### src/rtl/vcii_test_sequencer.sv
// vcii_test_sequencer: steps a VCII test fixture through up to four analog
// switch configurations. For each selected configuration it opens all
// switches for BBM_CYC cycles, closes the selected switch, waits for the
// settle time, strobes the external sampler and captures the comparator.
// Optional build macro: VCII_SEQ_SYNC_EN -- when defined, cmp_in passes
// through a two-flop synchronizer before capture; otherwise it is captured
// directly in the SAMPLE cycle.
module vcii_test_sequencer #(
  parameter int BBM_CYC = 2,
  parameter int NUM_CFG = 4
) (
  input  logic               clk,
  input  logic               rst,
  input  logic               ena,
  input  logic               start,
  input  logic               abort,
  input  logic [NUM_CFG-1:0] cfg_mask,
  input  logic [7:0]         settle,
  input  logic               cmp_in,
  output logic [NUM_CFG-1:0] sw_en,
  output logic               sample,
  output logic               busy,
  output logic               done,
  output logic [NUM_CFG-1:0] result
);

  localparam int IDX_W = $clog2(NUM_CFG);

  typedef enum logic [2:0] {
    S_IDLE,
    S_BBM,
    S_SETTLE,
    S_SAMPLE,
    S_DONE
  } state_t;

  state_t             state_q, state_d;
  logic [IDX_W-1:0]   idx_q, idx_d;
  logic [NUM_CFG-1:0] mask_q, mask_d;
  logic [NUM_CFG-1:0] result_q, result_d;
  logic [7:0]         settle_q, settle_d;
  logic [7:0]         cnt_q, cnt_d;
  logic               cmp_cap;
  logic [IDX_W-1:0]   first_idx;
  logic [IDX_W-1:0]   next_idx;
  logic               next_valid;

`ifdef VCII_SEQ_SYNC_EN
  logic [1:0] sync_q;

  // Two-flop synchronizer for the asynchronous comparator output.
  always_ff @(posedge clk) begin
    if (rst) begin
      sync_q <= '0;
    end else begin
      sync_q <= {sync_q[0], cmp_in};
    end
  end

  assign cmp_cap = sync_q[1];
`else
  assign cmp_cap = cmp_in;
`endif

  // Priority scans: lowest set bit of the incoming mask, and the next set bit
  // of the latched mask strictly above the current index.
  always_comb begin
    first_idx  = '0;
    next_idx   = '0;
    next_valid = 1'b0;
    for (int i = NUM_CFG - 1; i >= 0; i--) begin
      if (cfg_mask[i]) begin
        first_idx = IDX_W'(i);
      end
      if (mask_q[i] && (i > int'(idx_q))) begin
        next_idx   = IDX_W'(i);
        next_valid = 1'b1;
      end
    end
  end

  // Next-state logic; abort (or loss of enable mid-run) overrides everything.
  always_comb begin
    state_d  = state_q;
    idx_d    = idx_q;
    mask_d   = mask_q;
    result_d = result_q;
    settle_d = settle_q;
    cnt_d    = cnt_q;
    if (abort || (!ena && (state_q != S_IDLE))) begin
      // Partially measured configurations keep their captured bits.
      state_d = S_IDLE;
    end else begin
      case (state_q)
        S_IDLE: begin
          if (start && ena) begin
            result_d = '0;
            if (cfg_mask != '0) begin
              mask_d   = cfg_mask;
              settle_d = (settle == 8'd0) ? 8'd1 : settle;
              idx_d    = first_idx;
              cnt_d    = 8'(BBM_CYC - 1);
              state_d  = S_BBM;
            end else begin
              state_d = S_DONE;
            end
          end
        end
        S_BBM: begin
          if (cnt_q == 8'd0) begin
            cnt_d   = settle_q - 8'd1;
            state_d = S_SETTLE;
          end else begin
            cnt_d = cnt_q - 8'd1;
          end
        end
        S_SETTLE: begin
          if (cnt_q == 8'd0) begin
            state_d = S_SAMPLE;
          end else begin
            cnt_d = cnt_q - 8'd1;
          end
        end
        S_SAMPLE: begin
          result_d[idx_q] = cmp_cap;
          if (next_valid) begin
            idx_d   = next_idx;
            cnt_d   = 8'(BBM_CYC - 1);
            state_d = S_BBM;
          end else begin
            state_d = S_DONE;
          end
        end
        S_DONE: begin
          state_d = S_IDLE;
        end
        default: begin
          state_d = S_IDLE;
        end
      endcase
    end
  end

  // State and datapath registers.
  always_ff @(posedge clk) begin
    if (rst) begin
      state_q  <= S_IDLE;
      idx_q    <= '0;
      mask_q   <= '0;
      result_q <= '0;
      settle_q <= 8'd1;
      cnt_q    <= '0;
    end else begin
      state_q  <= state_d;
      idx_q    <= idx_d;
      mask_q   <= mask_d;
      result_q <= result_d;
      settle_q <= settle_d;
      cnt_q    <= cnt_d;
    end
  end

  // Outputs decode directly from the state so a switch is only ever closed
  // in SETTLE/SAMPLE, and BBM always separates two closed configurations.
  always_comb begin
    sw_en = '0;
    if ((state_q == S_SETTLE) || (state_q == S_SAMPLE)) begin
      sw_en[idx_q] = 1'b1;
    end
  end

  assign sample = (state_q == S_SAMPLE);
  assign busy   = (state_q == S_BBM) || (state_q == S_SETTLE) || (state_q == S_SAMPLE);
  assign done   = (state_q == S_DONE);
  assign result = result_q;

endmodule
### config.mk
export PLATFORM = sky130hd
export DESIGN_NAME = vcii_test_sequencer
export DESIGN_NICKNAME = d
export VERILOG_FILES = /design/src/rtl/vcii_test_sequencer.sv
export SDC_FILE = /design/constraint.sdc
export NUM_CORES = 1
export LEC_CHECK = 0
export BUFFER_PORTS_ARGS = -buffer_cell sky130_fd_sc_hd__buf_4
export CAP_MARGIN = 20
export CORE_ASPECT_RATIO = 0.8
export CORE_MARGIN = 5
export CORE_UTILIZATION = 43
export CTS_BUF_LIST = sky130_fd_sc_hd__clkbuf_8
export DETAILED_ROUTE_END_ITERATION = 7
export GPL_ROUTABILITY_DRIVEN = 0
export HOLD_SLACK_MARGIN = 0.02
export PLACE_DENSITY = 0.74
export SYNTH_ARGS = -nofsm -noshare
export SYNTH_HDL_FRONTEND = slang
export SYNTH_SLANG_ARGS = --single-unit
### constraint.sdc
create_clock -name clk -period 4.4 [get_ports clk]
set_input_delay 0.22 -clock clk [delete_from_list [all_inputs] [get_ports clk]]
set_output_delay 0.22 -clock clk [all_outputs]
set_load 0.05 [all_outputs]
==> summary.txt, run 1 <==
# Max-Cap Violations -> 0
Layout Utilization -> 53.0%
CP startpoint kind -> flop
Synth Flop Type -> dfxtp_1
Initial DRC Count -> 150
status -> complete, no violations
relative slew slack -> 44.4%
Max VDD drop -> 0.178 mV
WL per Instance -> 13.5 um
dpl cell area -> 2000 um2
standard-cell rows -> 20
CP endpoint kind -> flop
Final Cell Area -> 2070 um2
Post-CTS Setup Inserts -> 0
Clk Latency, worst-skew pair -> 280 ps
hpwl dp -> 3110 um
Initial Utilization -> 45.5%
CTS Hold Bufs -> 0
fin cells -> 300
most common cell after layout, fill and taps aside -> nor2_1
Leakage Power -> 0.798 nW
sequential standard cell area -> 561 um2
Internal -> 0.438 mW
Unique masters post-synth -> 50
EDFF count, synth -> 0
Post-Route WL -> 4060 um
cells after synthesis -> 224
Post-synth ARST share -> 0%
gr usage total -> 16.0%
Synth-to-Final Area Change -> 16.4%
DIE HEIGHT -> 67.5 um
Tot Pwr -> 0.608 mW
fillers -> 404
Fin Clk Skew -> 2.88 ps
1st-pass router iterations -> 4
final hold vios -> 0
maximum clock path buffer count -> 2
vias in the first global route -> 1486
power share of the sequential group -> 45.6%
GRT overflow -> 0
Antenna Nets Post-Route -> 0
share of cells above drive strength 1 -> 18.0%
input/output buffers -> 28
switching pwr -> 0.170 mW
Via density -> 5.46
Worst Tran Pin Value -> 834 ps
Clk pin slew, worst setup/hold paths -> 100 ps
syn avg cell area -> 7.94 um2
diode count -> 0
DP Cell Count -> 296
clock sinks -> 28
via count -> 1637
power share of the clock group -> 34.0%
TNS Setup -> 0 ps
Place WS -> 1990 ps
Min Hold Slack -> 136 ps
Worst Path Max Fanout -> 16
Final WS setup -> 1970 ps
DRC violations left -> 0
Root Buffer -> clkbuf_8
Post-CTS Resized -> 0
Die ar. -> 5530 um2
critical path arrival -> 2600 ps
Ys Warns -> 0
Gate power share -> 20.4%
cts bufs inserted -> 3
CTS HTree Levels -> 1
power per cell area -> 294 nW/um2
Post-Syn Area -> 1780 um2
Tcrit/Tclk final -> 55.2%
RSZ-0062 raised after global routing -> no
minimum clock period -> 2430 ps
Worst Path Required -> 4570 ps
CP Class -> flop to flop
initial antenna violation count -> 0
core area -> 3900 um2
maximum clock rate -> 412 MHz
global-route wire length before repair -> 6930 um
final setup fails -> 0
sequential share of the synthesized area -> 31.5%
Ports -> 29
most frequent cells in the layout -> nor2_1, dfxtp_1, buf_4, nand2_1, a21oi_1
Worst Hold Class -> primary input to flop
Slew Viols, Final -> 0
#FFs+latches synth -> 28
multi-input combinational cell area -> 1120 um2
largest net degree at the start of global routing -> 26
Nets -> 267
CTS tree -> built
Sw Share -> 27.9%
die width -> 81.9 um
Synth Net Count -> 245
-- synth_stat cells (3+ instances only) --
library cell,count,area [um2]
nor2_1,39,146
dfxtp_1,28,561
nand2_1,16,60.1
a21oi_1,15,75.1
nor3_1,13,65.1
inv_1,9,33.8
mux2i_1,9,90.1
nand3_1,8,40.0
xnor2_1,6,52.6
buf_2,5,25.0
nor3b_1,5,37.5
o21ai_0,5,25.0
nor2b_1,4,25.0
nor4_1,4,25.0
or4_1,4,30.0
and2_1,3,18.8
clkbuf_1,3,11.3
ha_1,3,37.5
xor2_1,3,26.3
-- critical path, stage by stage (launching register included) --
cell	delay, ps
dfxtp_1	390
inv_1	80
ha_1	190
nor3b_1	170
and2_1	290
a2111oi_4	790
nor4b_1	310
nor3_1	80
-- registers in the layout, indices dropped and copies added (netlist names) --
name and count:
idx_q 2, settle_q 8, result 4, mask_q 3
cnt_q 8, state_q 3
-- layout make-up --
type | instances | share of cell area (%)
clock buffer | 3 | 2.00
inverter | 9 | 1.63
tap | 55 | 3.33
multi-input combinational | 176 | 54.4
sequential | 28 | 27.1
clock inverter | 1 | 1.45
timing repair buffer | 28 | 10.2
-- worst paths after layout --
kind,start,endpoint,slack (ps),depth (start not counted)
setup / recovery,cnt_q[0],cnt_q[0],1970,7
hold / removal,abort,state_q[0],140,2
setup reg to reg,cnt_q[0],cnt_q[0],1970,7
hold reg to reg,result[1],result[1],480,2
-- routing by layer --
metal	vias up	share of wire, %	GRT usage (%)
li1	854	-	-
met1	720	53	24.0
met2	61	39	23.2
met3	2	7.8	4.00
met4	0	0.42	2.49
met5	-	0	0
-- kinds of logic after synthesis --
kind of cell,share of synthesized area (%)
buffers and inverters,5.21
flip-flops,31.5
AND/OR/NAND/NOR,31.7
adder cells (fa/ha/maj),2.11
XOR/XNOR,4.43
AO/OA/AOI/OAI,19.9
multiplexers,5.07
-- power groups by stage --
stage	Combinational, mW	Sequential, mW	Clock [mW]
2_1_floorplan	0.0951	0.278	0
3_3_place_gp	0.121	0.283	0
5_1_grt	0.138	0.280	0.222
4_1_cts	0.124	0.277	0.212
3_5_place_dp	0.123	0.283	0
6_report	0.124	0.277	0.207
Note: power is estimated with default switching activity, not from simulation.
==> run 2: changes to the inputs <==
--- a/config.mk
+++ b/config.mk
@@ -5,6 +5,7 @@
 export SDC_FILE = /design/constraint.sdc
 export NUM_CORES = 1
 export LEC_CHECK = 0
+export ABC_AREA = 1
 export BUFFER_PORTS_ARGS = -buffer_cell sky130_fd_sc_hd__buf_4
 export CAP_MARGIN = 20
 export CORE_ASPECT_RATIO = 0.8
@@ -14,7 +15,7 @@
 export DETAILED_ROUTE_END_ITERATION = 7
 export GPL_ROUTABILITY_DRIVEN = 0
 export HOLD_SLACK_MARGIN = 0.02
-export PLACE_DENSITY = 0.74
+export PLACE_DENSITY = 0.73
 export SYNTH_ARGS = -nofsm -noshare
 export SYNTH_HDL_FRONTEND = slang
 export SYNTH_SLANG_ARGS = --single-unit
==> constraint.sdc (replaced) <==
create_clock -name clk -period 2.45 [get_ports clk]
set_input_delay 0.1225 -clock clk [delete_from_list [all_inputs] [get_ports clk]]
set_output_delay 0.1225 -clock clk [all_outputs]
set_load 0.05 [all_outputs]
==> run 2 against run 1 <==
  * Non-clock buffer count rose by 2
  * Critical path type unchanged
  * Count of clock-buffer cells in the layout did not move
  * Global-route usage rose by 1.1 points
  * Highest routed layer unchanged
  * Critical path depth rose by 4
  * Final area rose by 16%
  * Sequential share of layout area fell by 3.7 points
  * Synthesized cell count rose by 55%
  * Clock power rose by 24%
  * Via count rose by 37%
  * First-iteration DRC count rose by 88%
==> summary.txt, run 2 <==
status -> complete, no violations
CP Class -> flop to flop
Post-Syn Area -> 2100 um2
R2R Setup Slk -> 740 ps
Critical-path top delay cell -> dfxtp_1
Worst Path Max Fanout -> 11
initial antenna violation count -> 0
Sw Share -> 37.3%
Tcrit/Tclk final -> 70.0%
EDFF count, synth -> 0
power per cell area -> 485 nW/um2
diode count -> 0
cell taking the most area after synthesis -> dfxtp_1
standard-cell rows -> 22
DIE HEIGHT -> 72.5 um
vias in the first global route -> 1869
cells after synthesis -> 348
CTS HTree Levels -> 1
met3 Track Usage GR -> 3.97%
Slew Viols, Final -> 0
share of cells above drive strength 1 -> 16.2%
Synth Flop Type -> dfxtp_1
power share of the sequential group -> 43.5%
sequential share of the synthesized area -> 26.7%
Buf/Inv on CP -> 2
Post-Route WL -> 5180 um
global-route wire length before repair -> 8780 um
hold endpoint -> settle_q[0]
Clk pin slew, worst setup/hold paths -> 100 ps
Antenna Nets Post-Route -> 0
Fin Clk Skew -> 6.37 ps
XOR/XNOR share of the synthesized area -> 0.417%
final setup fails -> 0
relative slew slack -> 76.3%
largest net degree at the start of global routing -> 23
syn avg cell area -> 6.03 um2
main combinational cell family by area after synthesis -> simple AND/OR/NAND/NOR gates
Final WS setup -> 735 ps
Gate power share -> 34.4%
cts bufs inserted -> 3
GR Util met2 -> 23.7%
most common cell after layout, fill and taps aside -> nand2_1
WL per Instance -> 11.9 um
switching pwr -> 0.434 mW
GRT overflow -> 0
Nets -> 399
Worst Tran Pin Value -> 354 ps
die width -> 88.1 um
Leakage Power -> 1.20 nW
Post-synth ARST share -> 0%
depth of the worst register-to-register path -> 11
post-synthesis mux area share -> 0%
DRC violations left -> 0
CTS tree -> built
core area -> 4650 um2
simple-gate share of the synthesized area -> 48.7%
gr usage total -> 17.1%
Root Buffer -> clkbuf_8
Unique masters post-synth -> 27
Worst Path Required -> 2630 ps
power share of the clock group -> 22.1%
met1 Use GR -> 27.3%
Ys Warns -> 0
via count -> 2239
Via density -> 5.14
RSZ-0062 raised after global routing -> no
GR peak layer -> met1
CP endpoint kind -> flop
CTS Hold Bufs -> 0
Ports -> 29
Max VDD drop -> 0.286 mV
Internal -> 0.730 mW
most frequent cells in the layout -> nand2_1, nor2_1, inv_1, nand3_1, buf_4
hpwl dp -> 4130 um
# Max-Cap Violations -> 0
Post-CTS Setup Inserts -> 0
TNS Setup -> 0 ps
worst path cell trace -> inv_1 -> ha_1 -> inv_1 -> nor2_1 -> nand3_1 -> nand2_1 -> nor2_4 -> nand2_4 -> nand2_1 -> nand2_1 -> nor2_1
Hold Startpoint -> settle[0]
commonest cells in the netlist -> nand2_1, nor2_1, inv_1, nand3_1, dfxtp_1
Synth-to-Final Area Change -> 14.2%
worst hold stages -> 3
#FFs+latches synth -> 28
input/output buffers -> 28
CP delay by family, top -> simple AND/OR/NAND/NOR gates
Synth top area share -> 26.7%
Clk Latency, worst-skew pair -> 280 ps
Synth Net Count -> 369
CP startpoint kind -> flop
Initial Utilization -> 45.1%
1st-pass router iterations -> 4
critical path arrival -> 1900 ps
Compound-Gate Fraction of Synth Area -> 12.1%
minimum clock period -> 1710 ps
worst r2r dst -> cnt_q[7]
Die ar. -> 6390 um2
slowest stage delay, CP -> 330 ps
top post-synthesis cells by area -> dfxtp_1, nand2_1, nor2_1
Worst Hold Class -> primary input to flop
maximum clock path buffer count -> 2
most frequent cell after synthesis -> nand2_1
Post-Synth Adder-Cell Area -> 1.79%
worst r2r src -> cnt_q[0]
final hold vios -> 0
Worst path most repeated cell -> nand2_1
maximum clock rate -> 583 MHz
Place WS -> 780 ps
Initial DRC Count -> 282
Post-CTS Resized -> 0
clock sinks -> 28
==> run 2: changes by cell type after synthesis, moves of 5 or more <==
cell	change
o21ai_0	+15
xnor2_1	-6
nor2_1	+26
nor3_1	-8
nand2_2	+8
nor2_4	+6
a21oi_1	+8
nand3_1	+28
nor3b_1	-5
nand2_1	+70
mux2i_1	-9
inv_1	+31
==> run 2: area by class of cell <==
type / instances / area [um2]
Clock buffer: 3 / 41.3
Fill cell: 477 / 2250
Inverter: 45 / 174
Multi-Input combinational cell: 270 / 1320
Sequential cell: 28 / 561
Tap cell: 60 / 75.1
Timing Repair Buffer: 30 / 225
==> run 2: worst max path at each step <==
stage,start,to,slack (ps),depth (start not counted)
after CTS,cnt_q[0],cnt_q[5],750,9
after global routing,cnt_q[0],cnt_q[0],500,9
final,cnt_q[0],cnt_q[7],740,11
after floorplan,state_q[2],sw_en[0],650,3
after global placement,cnt_q[0],cnt_q[7],820,11
after detailed placement,cnt_q[0],cnt_q[7],780,11
==> run 2: power groups by stage <==
stage / combinational [mW] / sequential [mW] / clock [mW]
floorplan: 0.296 / 0.516 / 0
global placement: 0.389 / 0.516 / 0
detailed placement: 0.394 / 0.517 / 0
CTS: 0.396 / 0.506 / 0.267
global route: 0.455 / 0.511 / 0.289
finish: 0.400 / 0.507 / 0.257
==> run 2: cells by family after synthesis <==
group           after synthesis
flops                        28
compound gates               48
simple gates                218
xor+xnor                      1
fa+ha+maj                     3
buf+inv                      50
==> run 2: worst reg2reg max path, delay by kind of cell, from the launching register on <==
kind                       cells  cell delay [ps]
adders and majority gates      1              260
DFF                            1              330
and+or+nand+nor                8              790
buffers and inverters          2              250
==> run 2: metrics by stage <==
| step | hold WS (ps) | std cells | instance area, um2 | util, % | power, mW |
|---|---|---|---|---|---|
| 2_1_floorplan | 303 | 348 | 2100 | - | 0.813 |
| 3_3_place_gp | 404 | 433 | 2360 | 50.7 | 0.905 |
| 3_5_place_dp | 415 | 433 | 2360 | 50.7 | 0.911 |
| 4_1_cts | 122 | 436 | 2400 | 51.6 | 1.17 |
| 5_1_grt | 140 | 436 | 2400 | 51.6 | 1.26 |
| 6_report | 124 | 436 | 2400 | 51.6 | 1.16 |
==> run 2: layer usage <==
layer | share of wire, % | up-vias
met5 | 0 | -
met2 | 40 | 73
met3 | 8.3 | 4
met1 | 51 | 993
met4 | 0.39 | 0
li1 | - | 1169
==> run 3: changes to the inputs <==
--- a/config.mk
+++ b/config.mk
@@ -5,7 +5,7 @@
 export SDC_FILE = /design/constraint.sdc
 export NUM_CORES = 1
 export LEC_CHECK = 0
-export ABC_AREA = 1
+export ABC_AREA = 0
 export BUFFER_PORTS_ARGS = -buffer_cell sky130_fd_sc_hd__buf_4
 export CAP_MARGIN = 20
 export CORE_ASPECT_RATIO = 0.8
@@ -15,7 +15,7 @@
 export DETAILED_ROUTE_END_ITERATION = 7
 export GPL_ROUTABILITY_DRIVEN = 0
 export HOLD_SLACK_MARGIN = 0.02
-export PLACE_DENSITY = 0.73
+export PLACE_DENSITY = 0.74
 export SYNTH_ARGS = -nofsm -noshare
 export SYNTH_HDL_FRONTEND = slang
 export SYNTH_SLANG_ARGS = --single-unit
==> constraint.sdc (replaced) <==
create_clock -name clk -period 1.7 [get_ports clk]
set_input_delay 0.085 -clock clk [delete_from_list [all_inputs] [get_ports clk]]
set_output_delay 0.085 -clock clk [all_outputs]
set_load 0.05 [all_outputs]
==> run 3 against run 2 <==
  * The flow now finishes with violations (setup timing)
  * Sequential share of layout area shrank 2.3 points
  * Register-to-register slack lost 860 ps
  * Cell count shrank 17%
  * Count of clock-buffer cells in the layout is the same
  * Die area shrank 13%
  * Clock skew shrank 4.3 ps
  * First-iteration DRC count shrank 44%
==> summary.txt, run 3 (synthesized netlist as in run 1, its figures left out) <==
most common cell after layout, fill and taps aside -> buf_4
critical path arrival -> 2030 ps
Clk pin slew, worst setup/hold paths -> 100 ps
final setup fails -> 8
Initial Utilization -> 45.5%
worst r2r src -> cnt_q[0]
clock sinks -> 28
Fin Clk Skew -> 2.10 ps
Internal -> 1.27 mW
worst r2r dst -> cnt_q[2]
CP delay by family, top -> compound AO/OA/AOI/OAI gates
DRC violations left -> 0
power per cell area -> 659 nW/um2
via count -> 1906
CP endpoint kind -> flop
depth of the worst register-to-register path -> 9
Worst Hold Class -> primary input to flop
Die ar. -> 5530 um2
CTS HTree Levels -> 1
Synth-to-Final Area Change -> 52.1%
Min Hold Slack -> 35.4 ps
Buf/Inv on CP -> 3
Critical Path Sink -> cnt_q[2]
maximum clock rate -> 547 MHz
input/output buffers -> 28
diode count -> 0
# Max-Cap Violations -> 0
standard-cell rows -> 20
Critical Path Source -> cnt_q[0]
share of cells above drive strength 1 -> 43.6%
core area -> 3900 um2
Critical-path top delay cell -> dfxtp_2
global-route wire length before repair -> 8600 um
power share of the sequential group -> 39.7%
Gate power share -> 29.9%
die width -> 81.9 um
Post-Route WL -> 5200 um
1st-pass router iterations -> 4
Tcrit/Tclk final -> 107%
Final WS setup -> -127 ps
vias in the first global route -> 1873
failing checks -> setup timing
initial antenna violation count -> 0
switching pwr -> 0.513 mW
WL per Instance -> 14.4 um
Clk Latency, worst-skew pair -> 280 ps
hpwl dp -> 3810 um
power share of the clock group -> 30.5%
CP startpoint kind -> flop
Root Buffer -> clkbuf_8
cts bufs inserted -> 3
gr usage total -> 20.1%
Ports -> 29
status -> finished with violations
CTS tree -> built
Hold Startpoint -> settle[3]
Slew Viols, Final -> 0
WP depth -> 9
Worst Tran Pin Value -> 428 ps
slowest stage delay, CP -> 360 ps
final hold vios -> 0
DIE HEIGHT -> 67.5 um
Sw Share -> 28.8%
most frequent cells in the layout -> buf_4, nor2_1, dfxtp_1, nand2_1, a21oi_1
Nets -> 327
Worst Path Max Fanout -> 7
maximum clock path buffer count -> 2
GRT overflow -> 0
largest net degree at the start of global routing -> 26
minimum clock period -> 1830 ps
Via density -> 5.29
R2R Setup Slk -> -130 ps
RSZ-0062 raised after global routing -> yes
worst path cell trace -> inv_2 -> ha_4 -> nor3b_4 -> and2_4 -> a2111oi_4 -> buf_4 -> buf_6 -> nor2_1 -> a311oi_1
Antenna Nets Post-Route -> 0
fillers -> 313
Initial DRC Count -> 158
fin cells -> 360
Max VDD drop -> 0.548 mV
CP Class -> flop to flop
DP Cell Count -> 354
relative slew slack -> 71.2%
Leakage Power -> 1.16 nW
Worst Path Required -> 1900 ps
## run 3: worst min-delay path by stage
stage / cells after the start / end
finish: 3 / settle_q[3]
detailed placement: 2 / state_q[0]
global route: 3 / settle_q[2]
CTS: 3 / settle_q[3]
global placement: 2 / state_q[0]
floorplan: 1 / state_q[0]
## run 3: through the flow
step | worst slack, ps | instance area [um2] | TNS [ps] | util (%) | total power, mW
4_1_cts | -120 | 2650 | -576 | 67.9 | 1.77
3_5_place_dp | -175 | 2480 | -1100 | 63.6 | 1.18
5_1_grt | -207 | 2710 | -1650 | 69.3 | 1.87
2_1_floorplan | -229 | 1820 | -1330 | - | 0.985
3_3_place_gp | -103 | 2480 | -663 | 63.6 | 1.17
6_report | -127 | 2710 | -815 | 69.3 | 1.78
## run 3: timing repair
action,4_1_cts,5_1_grt
resized for setup,23,9
hold endpoints to repair,1,0
setup buffers,0,1
setup endpoints to repair,10,15
cloned,1,0
pin swaps,12,5
hold buffers,1,0
## run 3: layout make-up
type / instances / area (um2) / share of cell area [%]
Timing Repair Buffer: 88 / 687 / 25.4
Sequential cell: 28 / 569 / 21.0
Clock buffer: 3 / 41.3 / 1.53
Clock inverter: 1 / 30.0 / 1.11
Multi-Input combinational cell: 176 / 1270 / 47.1
Tap cell: 55 / 68.8 / 2.54
Inverter: 9 / 33.8 / 1.25
## run 3: tightest hold or removal path: stages
cell     delay [ps]
buf_4            80
mux2i_1          50
nor2_1           70
## run 3: metal layers
metal,track usage [%],routed length (um)
met1,27.7,2440
met4,3.94,35
met3,4.00,346
met2,32.7,2380
met5,0,0
## run 3: power by group through the flow
stage / combinational, mW / sequential, mW / clock [mW]
2_1_floorplan: 0.263 / 0.722 / 0
3_5_place_dp: 0.466 / 0.719 / 0
6_report: 0.532 / 0.707 / 0.543
3_3_place_gp: 0.457 / 0.718 / 0
5_1_grt: 0.579 / 0.710 / 0.583
4_1_cts: 0.510 / 0.706 / 0.549
